<file path="config.mk">
export PLATFORM = sky130hd
export DESIGN_NAME = gerador_estimulos_comparador
export DESIGN_NICKNAME = d
export VERILOG_FILES = /design/src/rtl/gerador_estimulos_comparador_pkg.sv /design/src/rtl/gerador_estimulos_comparador_modelo.sv /design/src/rtl/gerador_estimulos_comparador.sv
export SDC_FILE = /design/constraint.sdc
export NUM_CORES = 1
export LEC_CHECK = 0
export CELL_PAD_IN_SITES_DETAIL_PLACEMENT = 0
export CELL_PAD_IN_SITES_GLOBAL_PLACEMENT = 2
export CORE_MARGIN = 1
export CORE_UTILIZATION = 35
export CTS_CLUSTER_SIZE = 20
export DETAILED_ROUTE_END_ITERATION = 10
export GPL_TIMING_DRIVEN = 0
export PLACE_DENSITY_LB_ADDON = 0.12
export SYNTH_ARGS = -nofsm -noshare
export SYNTH_HDL_FRONTEND = slang
export SYNTH_SLANG_ARGS = --single-unit
</file>
<file path="constraint.sdc">
create_clock -name clk -period 3.2 [get_ports clk]
set_clock_uncertainty 0.1 [all_clocks]
set_input_delay 0.64 -clock clk [delete_from_list [all_inputs] [get_ports clk]]
set_output_delay 0.64 -clock clk [all_outputs]
set_load 0.005 [all_outputs]
</file>
<file path="src/rtl/gerador_estimulos_comparador_pkg.sv">
// Shared definitions for the exhaustive 6-input comparator stimulus generator.
package gerador_estimulos_comparador_pkg;

    typedef enum logic [1:0] {
        IDLE = 2'd0,
        RUN  = 2'd1,
        DONE = 2'd2
    } state_t;

    localparam int NUM_VECTORS = 64;
    localparam int CODE_W      = 6;
    localparam int CNT_W       = 7;

endpackage

</file>
<file path="src/rtl/gerador_estimulos_comparador_modelo.sv">
// Golden model of the comparator under test: equality of the pairs A/D, B/F, C/E.
module modelo_comparador (
    input  logic A,
    input  logic B,
    input  logic C,
    input  logic D,
    input  logic E,
    input  logic F,
    output logic exp
);

    assign exp = (A == D) & (B == F) & (C == E);

endmodule

</file>
<file path="src/rtl/gerador_estimulos_comparador.sv">
// Walks all 64 input codes through an external comparator, checks FI against the
// reference model and reports mismatch count, lowest failing code and pass.
module gerador_estimulos_comparador
    import gerador_estimulos_comparador_pkg::*;
#(
    parameter int SETTLE_CYCLES = 1
) (
    input  logic             clk,
    input  logic             rst_n,
    input  logic             start,
    input  logic             FI,
    output logic             A,
    output logic             B,
    output logic             C,
    output logic             D,
    output logic             E,
    output logic             F,
    output logic             busy,
    output logic             done,
    output logic             pass,
    output logic [CNT_W-1:0] mismatch_count,
    output logic [CODE_W-1:0] first_fail_code
);

    localparam int SET_W = 4;

    state_t            state, state_next;
    logic [CODE_W-1:0] code;
    logic [CODE_W-1:0] vec;
    logic [SET_W-1:0]  settle;
    logic [CNT_W-1:0]  mm_next;
    logic              exp_res;
    logic              sample;
    logic              last;
    logic              fail;

    // Outputs only carry the code while running; idle and done present zero.
    assign vec    = (state == RUN) ? code : '0;
    assign {A, B, C, D, E, F} = vec;
    assign busy   = (state == RUN);
    assign done   = (state == DONE);

    assign sample = (state == RUN) && (settle == SET_W'(SETTLE_CYCLES - 1));
    assign last   = (code == CODE_W'(NUM_VECTORS - 1));
    assign fail   = sample && (FI != exp_res);
    assign mm_next = (fail && (mismatch_count != CNT_W'(NUM_VECTORS))) ?
                     mismatch_count + 1'b1 : mismatch_count;

    modelo_comparador u_modelo (
        .A  (vec[5]),
        .B  (vec[4]),
        .C  (vec[3]),
        .D  (vec[2]),
        .E  (vec[1]),
        .F  (vec[0]),
        .exp(exp_res)
    );

    always_ff @(posedge clk or negedge rst_n) begin
        if (!rst_n) state <= IDLE;
        else        state <= state_next;
    end

    always_comb begin
        state_next = state;
        case (state)
            IDLE:    if (start) state_next = RUN;
            RUN:     if (sample && last) state_next = DONE;
            DONE:    state_next = IDLE;
            default: state_next = IDLE;
        endcase
    end

    always_ff @(posedge clk or negedge rst_n) begin
        if (!rst_n) begin
            code            <= '0;
            settle          <= '0;
            mismatch_count  <= '0;
            first_fail_code <= '0;
            pass            <= 1'b0;
        end else if (state == IDLE) begin
            if (start) begin
                code            <= '0;
                settle          <= '0;
                mismatch_count  <= '0;
                first_fail_code <= '0;
                pass            <= 1'b0;
            end
        end else if (state == RUN) begin
            if (sample) begin
                settle         <= '0;
                mismatch_count <= mm_next;
                if (fail && (mismatch_count == '0)) first_fail_code <= code;
                // pass is settled on the final sample so it is valid during DONE.
                if (last) pass <= (mm_next == '0);
                else      code <= code + 1'b1;
            end else begin
                settle <= settle + 1'b1;
            end
        end
    end

endmodule

</file>
==> impl_metrics.sql <==
INSERT INTO impl_metrics (metric_group, metric, value, unit) VALUES
('run_status', 'outcome', 'completed', ''),
('yosys', 'dominantRegCellSynth', 'dfrtp_1', ''),
('global_route', 'grt_start_max_net_pins', '27', ''),
('detailed_routing', 'via_per_inst', '5.19', ''),
('power_and_ir_drop', 'p_leak', '0.865', 'nW'),
('timing', 'fin_crit_sh', '85.0', '%'),
('yosys', 'post_synth_edffs', '0', ''),
('detailed_routing', 'drt-total-wl', '3.38', 'mm'),
('floorplan', 'fp-row-count', '23', ''),
('global_route', 'grt_pass1_wl', '5.78', 'mm'),
('detailed_routing', 'detail_route.drc_violations', '0', ''),
('worst_setup_path', 'critPathCaptureType', 'primary output', ''),
('place', 'portBuffers', '25', ''),
('final_layout', 'diodes', '0', ''),
('yosys', 'async_flop_share', '100', '%'),
('timing', 'number_of_max_slew_violations_in_the_final_report', '0', ''),
('final_layout', 'final_layout_size_suffix_gt1_share', '8.15', '%'),
('detailed_routing', 'antenna_left', '0', ''),
('timing', 'hold_viol_final', '0', ''),
('worst_setup_path', 'r2r-end', 'pass', ''),
('clock_tree', 'post_cts_resize_count', '0', ''),
('final_layout', 'final_design_area_no_fill', '1870', 'um^2'),
('yosys', 'synth_top_family_by_area', 'simple AND/OR/NAND/NOR gates', ''),
('worst_setup_path', 'crit_path_start', 'state[1]', ''),
('yosys', 'syn_avg_cell_area', '9.74', 'um^2'),
('yosys', 'synth_cell_type_count', '41', ''),
('place', 'dp_slack', '358', 'ps'),
('global_route', 'antenna_found_initial', '0', ''),
('timing', 'max_slew.worst_pin.slew', '689', 'ps'),
('worst_hold_path', 'hp-class', 'in -> async', ''),
('yosys', 'synth_warnings', '0', ''),
('final_layout', 'fillers', '396', ''),
('yosys', 'synth-xor-area-share', '6.38', '%'),
('timing', 'setup_viol_count_final', '0', ''),
('timing', 'period_minus_slack', '2720', 'ps'),
('floorplan', 'fp.dieH', '67.7', 'um'),
('clock_tree', 'cts_hold_buffers', '0', ''),
('clock_tree', 'clk_transition_reported_paths', '90', 'ps'),
('detailed_routing', 'drtIter0Drc', '35', ''),
('final_layout', 'flow.area_growth_from_synthesis', '24.0', '%'),
('worst_setup_path', 'critical_path_fanouts_max', '10', ''),
('final_layout', 'multi_input_comb_area', '800', 'um^2'),
('worst_setup_path', 'regToRegStartpoint', 'settle[0]', ''),
('yosys', 'synth-simple-area-share', '21.8', '%'),
('yosys', 'post_syn_nets', '164', ''),
('timing', 'grt_setup_unrepaired', 'false', ''),
('yosys', 'synth_register_bits', '26', ''),
('place', 'finalWeightedCongestion', '0.772', ''),
('global_route', 'grt_pass1_vias', '1211', ''),
('timing', 'totalNegativeSetupSlack', '0', 'ps'),
('timing', 'hold_ws', '293', 'ps'),
('worst_setup_path', 'worst_ep_required_time', '2460', 'ps'),
('worst_setup_path', 'critical_setup_path_kind', 'reg -> out', ''),
('global_route', 'total_congestion_overflow_after_global_routing', '0', ''),
('final_layout', 'layout.area.seq', '651', 'um^2'),
('clock_tree', 'tritoncts', 'done', ''),
('floorplan', 'initial_utilization', '37.2', '%'),
('yosys', 'synth_compound_gate_area_share', '16.7', '%'),
('floorplan', 'die_area', '4580', 'um^2'),
('detailed_routing', 'detail_route.first_pass.iterations', '4', ''),
('clock_tree', 'cts-buffers-inserted', '3', ''),
('global_route', 'grt.total_usage', '17.0', '%'),
('clock_tree', 'cts.path.max_buffers', '2', ''),
('floorplan', 'ports_placed_on_the_boundary', '26', ''),
('detailed_routing', 'via_count', '1214', ''),
('final_layout', 'design.final.nets', '194', ''),
('clock_tree', 'cts_num_sinks', '26', ''),
('yosys', 'muxShareOfSynthArea', '3.98', '%'),
('clock_tree', 'clk_latency', '270', 'ps'),
('yosys', 'ys_seq_area_share', '43.1', '%'),
('detailed_routing', 'wl_per_cell', '14.4', 'um');
## layout make-up
type | count | share of cell area [%]
timing repair buffer | 25 | 13.1
inverter | 6 | 1.20
sequential | 26 | 34.7
clock buffer | 4 | 2.94
buffer | 4 | 2.00
tap | 50 | 3.34
multi-input combinational | 119 | 42.7
## synthesized netlist by cell type, types with 2 or more instances
| cell | n | area share [%] |
|---|---|---|
| a21oi_1 | 3 | 0.99 |
| a22o_1 | 8 | 4.6 |
| a31oi_1 | 2 | 0.83 |
| and2_1 | 8 | 3.3 |
| and3_1 | 3 | 1.2 |
| buf_6 | 3 | 2.2 |
| dfrtp_1 | 26 | 43 |
| ha_1 | 5 | 4.1 |
| inv_1 | 5 | 1.2 |
| mux2i_1 | 6 | 4.0 |
| nand2_1 | 19 | 4.7 |
| nand2b_1 | 3 | 1.2 |
| nand3_1 | 6 | 2.0 |
| nor2_1 | 13 | 3.2 |
| nor3_1 | 4 | 1.3 |
| o21ai_0 | 4 | 1.3 |
| o31ai_1 | 4 | 2.0 |
| xnor2_1 | 2 | 1.2 |
| xor2_1 | 9 | 5.2 |
## metrics by stage
step	cells	total power, mW	utilization (%)
after floorplan	155	0.602	-
after global placement	230	0.765	44.9
after detailed placement	230	0.774	44.9
after CTS	234	0.996	46.3
after global routing	234	1.05	46.2
final	234	0.981	46.2
## per-layer routing
metal / part of all wire (%) / global-route usage, % / wire [um]
met4: 0.89 / 4.79 / 30
met3: 2.4 / 2.03 / 82
met2: 46 / 28.8 / 1550
met5: 0 / 0 / 0
met1: 51 / 22.5 / 1710
## cell families (layout without fill, tap and decap cells)
kind of cell | after synthesis | after routing
buffers and inverters | 10 | 39
adders and majority gates | 5 | 5
AOI/OAI and AO/OA | 32 | 32
xor gates and xnor gates | 11 | 11
muxes | 6 | 6
and+or+nand+nor | 65 | 65
DFF | 26 | 26
## state kept, by name (all words and copies together), names as in the netlist
signal,flops
state,2
mismatch_count,7
settle,4
first_fail_code,6
pass,1
code,6
## worst max-delay path: stages (launching register included)
cell and delay [ps]:
dfrtp_1 460, nand2b_1 240, clkinv_1 290, and2_2 290
clkdlybuf4s50_1 430
## placed cells by master, fill, tap and decap left out, drive strengths merged, types with 2 or more instances in the layout
master and count:
clkbuf 6, o31ai 4, and2 9, xnor2 2, xor2 9, ha 5, buf 3, nand2 19
a21oi 4, nor2 13, nand2b 3, and3 3, clkdlybuf4s50 24, nor3 4, o21bai 2, inv 5
a31oi 2, mux2i 6, nand3 6, a22o 8, o21ai 4, dfrtp 26
## where the power goes
part           internal (mW)  switching [mW]
sequential             0.390          0.0725
combinational          0.189           0.113
clock                  0.110           0.106
total                  0.689           0.292
## how the worst max path moves through the flow
stage / end / slack (ps) / cells past startpoint
after detailed placement: first_fail_code[4] / 360 / 7
final: D / 480 / 4
after global placement: first_fail_code[3] / 400 / 7
after global routing: D / 320 / 4
after floorplan: first_fail_code[0] / 1030 / 6
after CTS: D / 430 / 4
No activity file was read; power rests on OpenSTA's default activity.
